===== src/rtl/ppu_raster_tracker_if.sv =====
// Port bundle for ppu_raster_tracker: raw PPU bus taps, channel config and raster outputs.
// The mapper core (or a bench) uses the master modport; the tracker uses slave.
interface ppu_raster_tracker_if #(
  parameter int CH = 2,
  parameter int SW = 1
);
  logic          ppu_oe;
  logic [13:0]   ppu_addr;
  logic          cfg_we;
  logic [SW-1:0] cfg_sel;
  logic [7:0]    cfg_line;
  logic          cfg_en;
  logic [CH-1:0] irq_ack;
  logic [5:0]    x_pos;
  logic [7:0]    y_pos;
  logic          in_frame;
  logic          line_stb;
  logic [CH-1:0] irq;
  logic [CH-1:0] chr_split;

  modport master (
    output ppu_oe, ppu_addr, cfg_we, cfg_sel, cfg_line, cfg_en, irq_ack,
    input  x_pos, y_pos, in_frame, line_stb, irq, chr_split
  );

  modport slave (
    input  ppu_oe, ppu_addr, cfg_we, cfg_sel, cfg_line, cfg_en, irq_ack,
    output x_pos, y_pos, in_frame, line_stb, irq, chr_split
  );
endinterface


===== src/rtl/ppu_raster_tracker.sv =====
// Raster position tracker driven only by PPU fetch traffic, with CH sticky scanline-compare IRQs.
// Optional RASTER_CHR_SPLIT_EN builds per-channel registered CHR split levels.
module ppu_raster_tracker #(
  parameter int CH       = 2,
  parameter int IDLE_CYC = 96,
  parameter int SW       = 1
) (
  input logic                 clk,
  input logic                 map_rst,
  ppu_raster_tracker_if.slave bus
);
  localparam int IW = ($clog2(IDLE_CYC + 1) < 1) ? 1 : $clog2(IDLE_CYC + 1);
  localparam logic [IW-1:0] IDLE_LD = IW'(IDLE_CYC);

  logic            oe_s1_q, oe_s2_q, oe_prev_q;
  logic [13:0]     addr_s1_q, addr_s2_q;
  logic [IW-1:0]   idle_q, idle_d;
  logic [7:0]      nt_h_q, nt_h_d;
  logic            nt_vld_q, nt_vld_d;
  logic [5:0]      x_q, x_d;
  logic [7:0]      y_q, y_d;
  logic            in_frame_q, in_frame_d;
  logic            spr_seen_q, spr_seen_d;
  logic            pre_q, pre_d;
  logic            stb_q, stb_d;
  logic [CH-1:0]   irq_q, irq_d;
  logic [CH-1:0][7:0] cmp_line_q, cmp_line_d;
  logic [CH-1:0]   cmp_en_q, cmp_en_d;

  logic vb, fetch, nt_bit, tile_step, line_end, hit_ev;

  // Stage p0: synchronizers; the address is data and carries no reset
  always_ff @(posedge clk) begin
    addr_s1_q <= bus.ppu_addr;
    addr_s2_q <= addr_s1_q;
  end

  always_comb begin
    idle_d = IDLE_LD;
    if (oe_s2_q) begin
      idle_d = (idle_q == '0) ? '0 : idle_q - IW'(1);
    end
    vb = (idle_d == '0);

    // A fall seen while the idle counter sits at 0 is swallowed with the vblank hold
    fetch  = oe_prev_q & ~oe_s2_q & (idle_q != '0);
    nt_bit = addr_s2_q[13] & ((addr_s2_q & 14'h23C0) != 14'h23C0);

    // Stage p1: NT history shift
    nt_h_d   = nt_h_q;
    nt_vld_d = 1'b0;
    if (fetch) begin
      nt_h_d   = {nt_h_q[6:0], nt_bit};
      nt_vld_d = 1'b1;
    end

    // Stage p2: pattern decode on the freshly shifted history
    tile_step = nt_vld_q & (nt_h_q[3:0] == 4'b1000);
    line_end  = nt_vld_q & (nt_h_q == 8'b1100_1100) & ~spr_seen_q;

    x_d        = x_q;
    y_d        = y_q;
    in_frame_d = in_frame_q;
    spr_seen_d = spr_seen_q;
    pre_d      = pre_q;
    stb_d      = 1'b0;
    hit_ev     = 1'b0;

    if (tile_step) begin
      x_d        = (x_q == 6'd63) ? x_q : x_q + 6'd1;
      spr_seen_d = 1'b0;
      in_frame_d = 1'b1;
    end

    if (line_end) begin
      spr_seen_d = 1'b1;
      x_d        = 6'd0;
      if (pre_q) begin
        pre_d = 1'b0;
      end else begin
        y_d    = (y_q == 8'd255) ? y_q : y_q + 8'd1;
        stb_d  = 1'b1;
        hit_ev = 1'b1;
      end
    end

    if (vb) begin
      x_d        = 6'd0;
      y_d        = 8'd0;
      pre_d      = 1'b1;
      in_frame_d = 1'b0;
      spr_seen_d = 1'b0;
      nt_h_d     = 8'd0;
      nt_vld_d   = 1'b0;
      stb_d      = 1'b0;
      hit_ev     = 1'b0;
    end

    // Priority per channel: config write over hit over ack
    irq_d      = irq_q;
    cmp_line_d = cmp_line_q;
    cmp_en_d   = cmp_en_q;
    for (int i = 0; i < CH; i++) begin
      if (bus.irq_ack[i]) begin
        irq_d[i] = 1'b0;
      end
      if (hit_ev && cmp_en_q[i] && (y_d == cmp_line_q[i])) begin
        irq_d[i] = 1'b1;
      end
      if (bus.cfg_we && (bus.cfg_sel == SW'(i))) begin
        cmp_line_d[i] = bus.cfg_line;
        cmp_en_d[i]   = bus.cfg_en;
        irq_d[i]      = 1'b0;
      end
    end
  end

  always_ff @(posedge clk or posedge map_rst) begin
    if (map_rst) begin
      oe_s1_q    <= 1'b1;
      oe_s2_q    <= 1'b1;
      oe_prev_q  <= 1'b1;
      idle_q     <= '0;
      nt_h_q     <= 8'd0;
      nt_vld_q   <= 1'b0;
      x_q        <= 6'd0;
      y_q        <= 8'd0;
      in_frame_q <= 1'b0;
      spr_seen_q <= 1'b0;
      pre_q      <= 1'b1;
      stb_q      <= 1'b0;
      irq_q      <= '0;
      cmp_line_q <= '0;
      cmp_en_q   <= '0;
    end else begin
      oe_s1_q    <= bus.ppu_oe;
      oe_s2_q    <= oe_s1_q;
      oe_prev_q  <= oe_s2_q;
      idle_q     <= idle_d;
      nt_h_q     <= nt_h_d;
      nt_vld_q   <= nt_vld_d;
      x_q        <= x_d;
      y_q        <= y_d;
      in_frame_q <= in_frame_d;
      spr_seen_q <= spr_seen_d;
      pre_q      <= pre_d;
      stb_q      <= stb_d;
      irq_q      <= irq_d;
      cmp_line_q <= cmp_line_d;
      cmp_en_q   <= cmp_en_d;
    end
  end

  assign bus.x_pos    = x_q;
  assign bus.y_pos    = y_q;
  assign bus.in_frame = in_frame_q;
  assign bus.line_stb = stb_q;
  assign bus.irq      = irq_q;

`ifdef RASTER_CHR_SPLIT_EN
  logic [CH-1:0] split_q, split_d;

  // Stage p3: split levels trail y_pos by one cycle
  always_comb begin
    split_d = '0;
    if (!vb) begin
      for (int i = 0; i < CH; i++) begin
        split_d[i] = cmp_en_q[i] & in_frame_q & (y_q >= cmp_line_q[i]);
      end
    end
  end

  always_ff @(posedge clk or posedge map_rst) begin
    if (map_rst) begin
      split_q <= '0;
    end else begin
      split_q <= split_d;
    end
  end

  assign bus.chr_split = split_q;
`else
  assign bus.chr_split = '0;
`endif

endmodule


===== src/flat_wrapper.sv =====
// flat-port wrapper written by rule: the top's interface ports become plain ports
module ppu_raster_tracker_flat 
#(
  parameter int CH       = 2,
  parameter int IDLE_CYC = 96,
  parameter int SW       = 1
)
  (clk, map_rst, bus_ppu_oe, bus_ppu_addr, bus_cfg_we, bus_cfg_sel, bus_cfg_line, bus_cfg_en, bus_irq_ack, bus_x_pos, bus_y_pos, bus_in_frame, bus_line_stb, bus_irq, bus_chr_split);
  ppu_raster_tracker_if #(.CH(CH), .SW(SW)) bus_i ();
  input logic clk;
  input logic map_rst;
  input wire logic [$bits(bus_i.ppu_oe)-1:0] bus_ppu_oe;
  input wire logic [$bits(bus_i.ppu_addr)-1:0] bus_ppu_addr;
  input wire logic [$bits(bus_i.cfg_we)-1:0] bus_cfg_we;
  input wire logic [$bits(bus_i.cfg_sel)-1:0] bus_cfg_sel;
  input wire logic [$bits(bus_i.cfg_line)-1:0] bus_cfg_line;
  input wire logic [$bits(bus_i.cfg_en)-1:0] bus_cfg_en;
  input wire logic [$bits(bus_i.irq_ack)-1:0] bus_irq_ack;
  output wire logic [$bits(bus_i.x_pos)-1:0] bus_x_pos;
  output wire logic [$bits(bus_i.y_pos)-1:0] bus_y_pos;
  output wire logic [$bits(bus_i.in_frame)-1:0] bus_in_frame;
  output wire logic [$bits(bus_i.line_stb)-1:0] bus_line_stb;
  output wire logic [$bits(bus_i.irq)-1:0] bus_irq;
  output wire logic [$bits(bus_i.chr_split)-1:0] bus_chr_split;
  assign bus_i.ppu_oe = bus_ppu_oe;
  assign bus_i.ppu_addr = bus_ppu_addr;
  assign bus_i.cfg_we = bus_cfg_we;
  assign bus_i.cfg_sel = bus_cfg_sel;
  assign bus_i.cfg_line = bus_cfg_line;
  assign bus_i.cfg_en = bus_cfg_en;
  assign bus_i.irq_ack = bus_irq_ack;
  assign bus_x_pos = bus_i.x_pos;
  assign bus_y_pos = bus_i.y_pos;
  assign bus_in_frame = bus_i.in_frame;
  assign bus_line_stb = bus_i.line_stb;
  assign bus_irq = bus_i.irq;
  assign bus_chr_split = bus_i.chr_split;
  ppu_raster_tracker #(.CH(CH), .IDLE_CYC(IDLE_CYC), .SW(SW)) u_core (.clk(clk), .map_rst(map_rst), .bus(bus_i));
endmodule

===== config.mk =====
export PLATFORM = sky130hd
export DESIGN_NAME = ppu_raster_tracker_flat
export DESIGN_NICKNAME = d
export VERILOG_FILES = /design/src/rtl/ppu_raster_tracker_if.sv /design/src/rtl/ppu_raster_tracker.sv /design/src/flat_wrapper.sv
export SDC_FILE = /design/constraint.sdc
export NUM_CORES = 1
export LEC_CHECK = 0
export CAP_MARGIN = 10
export CELL_PAD_IN_SITES_DETAIL_PLACEMENT = 2
export CELL_PAD_IN_SITES_GLOBAL_PLACEMENT = 2
export CORE_UTILIZATION = 34
export CTS_BUF_LIST = sky130_fd_sc_hd__clkbuf_16
export DETAILED_ROUTE_END_ITERATION = 16
export PLACE_DENSITY_LB_ADDON = 0.15
export SETUP_SLACK_MARGIN = 0.02
export SYNTH_ARGS = -nofsm -noshare
export SYNTH_HDL_FRONTEND = slang
export SYNTH_SLANG_ARGS = --single-unit

===== constraint.sdc =====
create_clock -name clk -period 3.2 [get_ports clk]
set_input_delay 0.64 -clock clk [delete_from_list [all_inputs] [get_ports clk]]
set_output_delay 0.64 -clock clk [all_outputs]
set_load 0.005 [all_outputs]

==> results.toml <==
[timing]
setup_viol = 0
slew_viol_final = 0
rsz0062_at_grt = "false"
fmax_mhz = 357
slew_headroom_pct = 49.7
worst_pin_slew_ns = 0.745
hold_viol_final = 0
post-route-period-util_pct = 87.4
holdWs_ns = 0.328
skew_ns = 0.0102
finalSetupTns_ns = 0
fin_crit_ns = 2.80

[final_layout]
fillers = 910
syn_to_final_growth_pct = 26.5
antennaDiodeCount = 0
nets = 375
drive_gt1_share_pct = 15.6

[yosys]
postSynthRegisterBits = 67
synth_flop_cell = "dfrtp_1"
synth_top_area_share_pct = 42.4
yosysSeqAreaShare_pct = 52.1
yosys_warnings = 0
ys_types = 60
yosys.area.top_type = "dfrtp_1"
async_flop_share_pct = 85.1
synth_common_cells = "53 x dfrtp_1, 36 x nand2_1, 21 x nor2_1, 15 x mux2_2, 13 x nand3_1"
netlist_area_um2 = 3130
synthCells = 290
synth_edf_count = 0
post_synth.cell_area_avg_um2 = 10.8
synthTopCellsByArea = "dfrtp_1 42%, dfxtp_1 6.4%, mux2_2 5.4%"
synth_most_common_cell = "dfrtp_1"

[clocking]
tritoncts = "yes"
cts_made_buffers = 9
clock_path_buffers = 2
cts-root-buf = "clkbuf_16"
clock_latency_ns = 0.33
clk_pin_slew_ns = 0.06
h-tree-depth = 3
post_cts.repair.setup_buffers = 0
postCtsHoldBufs = 0
clock-sinks = 67
post_cts_resize_count = 0

[critical_path]
crit_path_cell_trace = "ha_1 -> nand2_1 -> or3_1 -> and3_1 -> o21ai_0 -> o221ai_1 -> nor4_1 -> o22a_1"
setup.worst_path.start = "u_core.bus.y_pos[0]"
end_kind = "flop"
crit_arrival_ns = 3.06
cpPeakStageDelay_ns = 0.50
worst-path-buf-inv = 0
cp_slowest_cell = "o21ai_0"
r2r_start = "u_core.bus.y_pos[0]"
crit_required_ns = 3.46
crit_family = "simple AND/OR/NAND/NOR gates"
startpoint_type = "flop"
r2r_slack_ns = 0.40
path_max_fanout = 7
critPathKind = "reg2reg"

[hold_path]
min_from = "u_core.addr_s1_q[8]"
hold_path.class = "reg2reg"

[detailed_routing]
drt-initial-drc-count = 86
vias = 2423
wl_um = 8510
drc = 3
via_per_inst = 5.34
drtPass1Iterations = 12
ant_nets = 0
wire_per_inst_um = 18.7

[job]
maxCapViolCount = 0

[power]
p_comb_share_pct = 13.3
peakVddDrop_uv = 291
p_seq_share_pct = 45.4
p_switching_uw = 616
switching_share_pct = 26.8
power_leakage_nw = 1.69
power_density_nw_per_um2 = 580
pwr-share-clk_pct = 41.3
intPower_mw = 1.68

[global_route]
use_met1_pct = 26.4
overflow = 0
antenna_found_initial = 0
grt_pass1_wl_um = 14400
grt.met2_usage_pct = 31.3
grt_max_degree = 26
grt_use_met3_pct = 4.22
track_usage_pct = 19.6
top_usage_layer = "met2"
grt_pass1_vias = 2684

[place]
io_buffers = 38
gp_routability_congestion = 0.757
dpl.hpwl_um = 6030

[die]
die_w_um = 97.9
die_h_um = 97.9
ioPinCount = 50
start_util_pct = 35.5
rows = 34
die_area_um2 = 9590
core_um2 = 8810

[status]
failed_checks = "DRC"
status = "finished, violations left"
-- flip-flops by register name (all words and copies together), names as in the netlist, 2 cells and up --
| name | flops |
|---|---|
| u_core.nt_h_q | 8 |
| u_core.bus.irq | 2 |
| u_core.bus.x_pos | 6 |
| u_core.cmp_en_q | 2 |
| u_core.addr_s2_q | 5 |
| u_core.bus.y_pos | 8 |
| u_core.addr_s1_q | 5 |
| u_core.idle_q | 7 |
| u_core.cmp_line_q | 16 |
-- layout by cell type (no fill, tap or decap), types with 9 or more instances in the layout --
master,Yosys,layout
nand3_1,13,13
dfxtp_1,10,10
clkbuf_16,0,10
mux2_2,15,15
nand2_1,36,36
clkdlybuf4s50_1,0,38
buf_4,3,10
nor2_1,21,21
dfrtp_1,53,53
xor2_1,9,9
-- through the flow --
| stage | total power, mW | instance area (um^2) | worst slack [ns] | cells | utilization [%] |
|---|---|---|---|---|---|
| after floorplan | 1.22 | 3130 | 0.961 | 291 | - |
| after global placement | 1.34 | 3670 | 0.547 | 438 | 41.7 |
| after detailed placement | 1.36 | 3670 | 0.465 | 438 | 41.7 |
| after CTS | 2.34 | 3960 | 0.413 | 454 | 45.0 |
| after global routing | 2.41 | 3960 | 0.208 | 454 | 45.0 |
| final | 2.30 | 3960 | 0.402 | 454 | 45.0 |
-- kinds of logic after synthesis --
logic type,after synthesis,share of synthesized area [%]
other,1,0.120
AO/OA/AOI/OAI,41,10.7
flip-flops,67,52.1
multiplexers,20,7.00
adder cells (fa/ha/maj),4,1.60
buffers and inverters,18,2.64
XOR/XNOR,16,4.48
AND/OR/NAND/NOR,123,21.3
-- power by group through the flow --
stage	combinational (mW)	sequential (mW)	clock (mW)
final	0.305	1.04	0.948
after global routing	0.344	1.06	1.01
after CTS	0.314	1.04	0.977
after detailed placement	0.309	1.06	0
after global placement	0.290	1.05	0
after floorplan	0.189	1.03	0
-- routing by layer --
layer  part of all wire, %  vias to the layer above
met2                    47                       38
met5                     0                        -
met3                   2.7                        5
li1                      -                     1145
met1                    49                     1235
met4                  0.99                        0
-- worst paths after layout --
| path | end | cells after the start |
|---|---|---|
| setup reg to reg | u_core.bus.irq[0] | 8 |
| min in group asynchronous | u_core.nt_vld_q | 2 |
| hold reg to reg | u_core.addr_s2_q[8] | 0 |
| setup / recovery | u_core.bus.irq[0] | 8 |
| hold / removal | u_core.addr_s2_q[8] | 0 |
| max in group asynchronous | u_core.oe_s1_q | 3 |
-- area by class of cell --
class,count,area (um^2),area share (%)
sequential,67,1630,41.2
multi-input combinational,206,1420,35.8
timing repair buffer,48,455,11.5
clock buffer,10,250,6.32
tap,108,135,3.41
clock inverter,6,35.0,0.885
inverter,9,33.8,0.853
-- worst register-to-register path, delay by kind of cell (launching register included) --
family,cells,cell delay [ns]
AND/OR/NAND/NOR,4,1.12
AO/OA/AOI/OAI,3,0.88
flip-flops,1,0.47
adder cells (fa/ha/maj),1,0.27
No activity file was read; power rests on OpenSTA's default activity.
